==> src/rtl/adder_seq_ctrl.sv <==
// Multi-precision add/subtract sequencer: one 32-bit adder is reused once per
// word, least-significant word first, with the carry chained through a register.

module adder_32 (
    input  logic [31:0] x,
    input  logic [31:0] y,
    input  logic        cin,
    output logic [31:0] sum,
    output logic        cout
);
    assign {cout, sum} = {1'b0, x} + {1'b0, y} + {32'd0, cin};
endmodule

module adder_seq_ctrl #(
    parameter  int WORDS = 4,
    localparam int N     = WORDS * 32
) (
    input  logic         clk,
    input  logic         rst_n,
    input  logic         start,
    input  logic         op_sub,
    input  logic [N-1:0] a,
    input  logic [N-1:0] b,
    output logic         ready,
    output logic         busy,
    output logic         done,
    output logic [N-1:0] result,
    output logic         carry_out,
    output logic         overflow
);
    // Handshake: a request is taken on a rising edge where start=1 and
    // ready=1; start while ready=0 is dropped, never queued. done is a
    // one-cycle pulse, and result/flags hold until the next accepted start.

    localparam int IW = (WORDS > 1) ? $clog2(WORDS) : 1;
    localparam logic [IW-1:0] LAST_IDX = IW'(WORDS - 1);

    localparam logic [1:0] IDLE   = 2'd0;
    localparam logic [1:0] RUN    = 2'd1;
    localparam logic [1:0] DONE_S = 2'd2;

    logic [1:0]    state;
    logic [IW-1:0] idx;
    logic          carry;
    logic          op_q;
    logic [31:0]   a_w   [WORDS];
    logic [31:0]   b_w   [WORDS];
    logic [31:0]   res_w [WORDS];

    logic [31:0] x;
    logic [31:0] y;
    logic [31:0] sum;
    logic        cout;

    // Subtraction is a + ~b + 1: the +1 is the initial carry loaded on accept.
    assign x = a_w[idx];
    assign y = b_w[idx] ^ {32{op_q}};

    adder_32 u_adder (
        .x    (x),
        .y    (y),
        .cin  (carry),
        .sum  (sum),
        .cout (cout)
    );

    always_ff @(posedge clk or negedge rst_n) begin
        if (!rst_n) begin
            state     <= IDLE;
            idx       <= '0;
            carry     <= 1'b0;
            op_q      <= 1'b0;
            carry_out <= 1'b0;
            overflow  <= 1'b0;
            for (int i = 0; i < WORDS; i++) begin
                a_w[i]   <= '0;
                b_w[i]   <= '0;
                res_w[i] <= '0;
            end
        end else begin
            case (state)
                IDLE: begin
                    if (start) begin
                        for (int i = 0; i < WORDS; i++) begin
                            a_w[i] <= a[i*32 +: 32];
                            b_w[i] <= b[i*32 +: 32];
                        end
                        op_q      <= op_sub;
                        idx       <= '0;
                        carry     <= op_sub;
                        carry_out <= 1'b0;
                        overflow  <= 1'b0;
                        state     <= RUN;
                    end
                end
                RUN: begin
                    res_w[idx] <= sum;
                    carry      <= cout;
                    if (idx == LAST_IDX) begin
                        // Flags come from the top word only.
                        carry_out <= cout;
                        overflow  <= (x[31] == y[31]) && (sum[31] != x[31]);
                        idx       <= '0;
                        state     <= DONE_S;
                    end else begin
                        idx <= idx + IW'(1);
                    end
                end
                DONE_S: begin
                    state <= IDLE;
                end
                default: begin
                    state <= IDLE;
                end
            endcase
        end
    end

    assign ready = (state == IDLE);
    assign busy  = (state == RUN);
    assign done  = (state == DONE_S);

    for (genvar g = 0; g < WORDS; g++) begin : g_result
        assign result[g*32 +: 32] = res_w[g];
    end

endmodule

==> config.mk <==
export PLATFORM = sky130hd
export DESIGN_NAME = adder_seq_ctrl
export DESIGN_NICKNAME = d
export VERILOG_FILES = /design/src/rtl/adder_seq_ctrl.sv
export SDC_FILE = /design/constraint.sdc
export NUM_CORES = 1
export LEC_CHECK = 0
export BUFFER_PORTS_ARGS = -buffer_cell sky130_fd_sc_hd__buf_2
export CORE_AREA = 2 2 251 253
export DETAILED_ROUTE_END_ITERATION = 10
export DIE_AREA = 0 0 253 255
export SYNTH_ARGS = -nofsm -noshare
export SYNTH_HDL_FRONTEND = slang
export SYNTH_SLANG_ARGS = --single-unit
==> constraint.sdc <==
create_clock -name clk -period 4.35 [get_ports clk]
set_clock_uncertainty 0.1 [all_clocks]
set_input_delay 0.435 -clock clk [delete_from_list [all_inputs] [get_ports clk]]
set_output_delay 0.435 -clock clk [all_outputs]
set_load 0.01 [all_outputs]
; ---- Word level (Yosys, flattened, before mapping)
; Index checks and enable logic that the tools add are counted.
[totals]
output_inout_bits = 133
inputBits = 260
wordCells = 62
regBits = 392
[op_classes]
add_sub_neg = 3
n_eq_ne = 7
n_bitwise = 2
muxes = 22
n_reduce_logical = 8
n_lt_le_gt_ge = 2
[ops]
columns = op, count
row1 = $mux W32, 5
row2 = $bmux W32 S2, 2
row3 = $bwmux W128, 1
row4 = $demux W32 S2, 1
row5 = $add A32 B32 Y33, 1
row6 = $add A33 B1 Y33, 1
row7 = $xor A32 B32 Y32, 1
row8 = $mux W2, 4
row9 = $pmux W2 S2, 2
row10 = $pmux W1 S2, 3
row11 = $reduce_and A2 Y1, 3
row12 = $eq A2 B2 Y1 const B, 2
row13 = $mux W1, 4
row14 = $ge A3 B3 Y1 const B, 1
row15 = $lt A3 B1 Y1 const B, 1
row16 = $not A2 Y3, 1
row17 = $reduce_and A3 Y1, 1
row18 = $add A2 B1 Y2 const B, 1
row19 = $eq A2 B1 Y1 const B, 1
row20 = $logic_and A1 B1 Y1, 2
row21 = $logic_not A2 Y1, 1
row22 = $ne A2 B1 Y1 const B, 1
row23 = $ne A2 B2 Y1 const B, 1
row24 = $reduce_bool A2 Y1, 1
row25 = other kinds (2), 2

; ---- Longest topological paths before layout
[logic_depth]
ltp_word = 11
mapped_depth = 15

; ---- Modules after synthesis
; A second synthesis with hierarchy kept.
[hier_totals]
hier_cells = 1750
hier_area_um2 = 18230.0
[modules_own_cells]
columns = mod, instances, cells_each, seq_area_each_um2, area_each_um2
row1 = adder_seq_ctrl, 1, 1506, 9809.4, 16479.6
row2 = adder_32, 1, 244, 0.0, 1750.4

; ---- Least setup slack after synthesis
; Ideal clock, no wire load.
[synth_timing]
path_kind = register -> register
from = reg idx[0]
to = reg res_w, in the netlist result[31]
path_slack_ns = 0.139
stages_incl_launch_ff = 16
n_path_buf = 6
period_less_slack_ns = 4.211
arrival_time_ns = 3.985
cell_sequence = dfrtp_1 clkbuf_1 buf_2 buf_2 buf_2 mux4_2 ha_1 buf_6 a21oi_4 o211ai_4 nor3b_2 or4b_4 buf_6 nand4_2 nand2_1 a221o_1
[synth_between]
elab_chain_len = 8
word_cells_on_any_way = 16
classes_between = add/sub (2) / order compare (2) / mux (9) / bitwise (2) / reduce/logical (1)
[synth_lines]
columns = item, line_no
row1 = start: declaration, 43  ; logic [IW-1:0] idx;
row2 = start signal: assignment, 106  ; idx <= idx + IW'(1);
row3 = $not A2 Y3 (implied by the code) (*), "56, 57, 97"
row4 = $bmux W32 S2, 57  ; assign y = b_w[idx] ^ {32{op_q}};
row5 = $mux W32 (implied by the code) (2 in series), 57
row6 = $xor A32 B32 Y32, 57
row7 = $add A32 B32 Y33, 11  ; assign {cout, sum} = {1'b0, x} + {1'b0, y} + {32'd0, cin};
row8 = $add A33 B1 Y33, 11
row9 = $bwmux W128 (*), 97  ; res_w[idx] <= sum;
row10 = end signal: indexed assignment, 97
row11 = end: declaration, 48  ; logic [31:0] res_w [WORDS];
; Mark *: on every way between the ends. The rest lies on a longest branch, timed or not. The select of a mux whose other input is x is not followed.
; A chain may end at the register's enable or synchronous reset.

; ---- Worst setup path after layout
[layout_timing]
from = reg idx[0]
to = reg res_w, in the netlist result[90]
; The elaborated chain is that of the path after synthesis.

==> impl_metrics.csv <==
group,metric,value,unit
synthesis,synth_area,18400,sq um
worst_setup_path,cp_cell_sequence,"mux4_2 -> xor2_1 -> fa_1 -> fa_1 -> a21o_1 -> a31oi_2 -> or4_1 -> nand3_1 -> a221oi_2 -> xor2_1 -> buf_4 -> o21ai_1",
global_route,grt_pass1_vias,14800,
clock_tree,numClockSinks,392,
floorplan,num_io_pins,393,
clock_tree,cts_buffers,46,
synthesis,yosysTopAreaCell,"dfrtp_1",
worst_setup_path,arrival,4.43,ns
layout,layout_commonest_cell,"buf_2",
worst_setup_path,startpoint_type,"flop",
floorplan,core_area,62200,sq um
synthesis,avgSynthCellArea,12.8,sq um
drt,first_iter_violations,717,
placement,gp_congestion,0.833,
timing,slew_headroom,33.9,%
timing,setup_tns,0,ns
synthesis,synth_top_cell_area_share,53.3,%
clock_tree,htree_levels,2,
layout,final_cell_mix,"buf_2 (391), dfrtp_1 (389), mux2_2 (258), dlygate4sd3_1 (256), nand2_1 (154)",
drt,dr_total_vias,14300,
timing,worst_slew_pin_slew,0.991,ns
clock_tree,clock_path_buffers,3,
floorplan,start_util,29.6,%
worst_setup_path,slowest_delay,0.53,ns
timing,finalCritPeriodShare,93.8,%
clock_tree,root_buffer,"clkbuf_16",
worst_setup_path,worstPathMaxFanout,5,
synthesis,ys_ff_latch,392,
clock_tree,clkTransAtPathRegs,0.06,ns
global_route,grt_remaining_overflow,0,
synthesis,syn-num-nets,1736,
worst_setup_path,slowest_stage,"mux4_2",
worst_setup_path,end_kind,"flop",
clock_tree,clk_latency,0.60,ns
synthesis,ys_async_sr_fraction,100,%
global_route,grtUsageTotal,18.2,%
layout,area_growth,39.0,%
floorplan,rows,92,
synthesis,syn_inst,1439,
drt,via_per_inst,4.86,
global_route,antenna_found_initial,8,
drt,wl,60100,um
flow_run,maxCapViolCount,0,
global_route,grt_pass1_wl,89600,um
global_route,grt_max_degree,128,
layout,nets,2393,
floorplan,die_w,253,um
timing,rsz0062_at_grt,"false",
drt,drtPass1Iterations,5,
timing,fmax,0.245,GHz
synthesis,synth_area_leaders,"dfrtp_1 (53%), mux2_2 (16%), mux4_2 (7.8%)",
timing,drv_slew,0,
floorplan,die_y,255,um
placement,place_hpwl,42600,um
layout,fill_cells,5761,
drt,drtAntennaViolNets,0,
drt,drc,0,
layout,drive_gt1_share,40.7,%
synthesis,ys.flop_type,"dfrtp_1",
drt,drt-wirelength-per-cell,20.5,um
worst_setup_path,critPathRequiredTime,4.69,ns
timing,period_needed,4.08,ns
synthesis,yosys.cell_types.count,62,
layout,layout.cells.non_filler,2936,
synthesis,yosysWarnings,0,
floorplan,die_area,64500,sq um
timing,setup_violations,0,
synthesis,synth-edff-count,0,
clock_tree,cts_tree,"built",
placement,io_buffer_count,392,
worst_setup_path,criticalPathCategory,"flop to flop",
timing,finalHoldViolCount,0,
outcome,status,"completed",
synthesis,ys_seq_area_share,53.3,%
hold_path,hp-class,"input pin to flop",
placement,place_inst,2591,
[cell usage after synthesis, drive strengths merged, types with 2 or more instances]
| cell type | instances |
|---|---|
| clkbuf | 71 |
| nor2 | 26 |
| fa | 2 |
| nand2b | 5 |
| mux2 | 258 |
| o21bai | 6 |
| mux4 | 64 |
| ha | 35 |
| a211oi | 4 |
| inv | 12 |
| o21a | 8 |
| and4 | 4 |
| nand3 | 33 |
| nand4 | 14 |
| a221o | 5 |
| a211o | 7 |
| mux2i | 4 |
| a21oi | 40 |
| o2111ai | 4 |
| dfrtp | 392 |
| o211ai | 3 |
| a21boi | 2 |
| o31ai | 16 |
| or3 | 11 |
| nor2b | 4 |
| and2 | 8 |
| or4 | 9 |
| a21o | 14 |
| a41oi | 2 |
| nand2 | 158 |
| buf | 23 |
| nor3 | 14 |
| xnor2 | 10 |
| a31oi | 3 |
| and3 | 6 |
| nor3b | 3 |
| xor2 | 43 |
| o21ai | 104 |
[worst paths after layout]
path / startpoint / endpoint / slack [ns] / depth (start not counted)
min in group asynchronous: rst_n / result[102] / 0.48 / 2
worst min register to register: result[32] / result[32] / 0.37 / 2
worst min-delay path: a[58] / a_w[90] / 0.05 / 2
max in group asynchronous: rst_n / b_w[93] / 2.52 / 3
worst max register to register: idx[0] / result[90] / 0.27 / 12
worst max-delay path: idx[0] / result[90] / 0.27 / 12
[layer usage]
metal,wire [um],GRT usage [%],vias up
met5,53,0,-
met4,1620,5.26,8
met3,3420,3.97,109
met2,27900,29.4,429
met1,27100,24.7,7133
li1,-,-,6580
[stage by stage]
stage / hold slack (ns) / instance area [sq um] / util [%] / worst slack, ns
2_1_floorplan: 0.0394 / 18400 / - / 0.139
3_3_place_gp: 0.356 / 21500 / 34.7 / 0.0688
3_5_place_dp: 0.365 / 21500 / 34.7 / 0.0510
4_1_cts: 0.00236 / 25600 / 41.1 / 0.00860
5_1_grt: 0.0190 / 25600 / 41.2 / 0.00855
6_report: 0.0511 / 25600 / 41.2 / 0.269
[kinds of logic after synthesis]
logic type	share of synthesized area [%]
AO/OA/AOI/OAI	7.87
XOR/XNOR	2.56
multiplexers	23.8
AND/OR/NAND/NOR	7.59
flip-flops	53.3
adder cells (fa/ha/maj)	2.59
buffers and inverters	2.31
[worst max-delay path: cells and delay by family (launching register included)]
family / cells / cell delay (ns)
AOI/OAI and AO/OA: 4 / 0.93
xor gates and xnor gates: 2 / 0.38
adders and majority gates: 2 / 0.92
buffers and inverters: 1 / 0.17
DFF: 1 / 0.49
muxes: 1 / 0.53
and+or+nand+nor: 2 / 0.43
[flip-flops by register name, indices dropped and copies added, names as in the netlist]
register	flops
op_q	1
state	2
carry_out	1
idx	2
overflow	1
result	128
b_w	128
carry	1
a_w	128
[area by class of cell]
cell class | count | area [sq um] | area share [%]
Clock inverter | 20 | 183 | 0.714
Clock buffer | 64 | 1280 | 5.00
Multi-Input combinational cell | 941 | 8210 | 32.1
Timing Repair Buffer | 703 | 5050 | 19.7
Tap cell | 799 | 1000 | 3.91
Sequential cell | 392 | 9820 | 38.4
Antenna cell | 5 | 12.5 | 0.0489
Inverter | 12 | 45.0 | 0.176
[what timing repair did]
item                                    4_1_cts  5_1_grt
hold endpoints to repair                    371        0
resized for setup                             0        3
setup buffers                                 0        0
hold buffers                                256        0
endpoints found under the setup margin        0       14
Power is left out: the tool's default activity adds up to more than one toggle a clock period on the data nets, which glitch-free logic cannot reach.
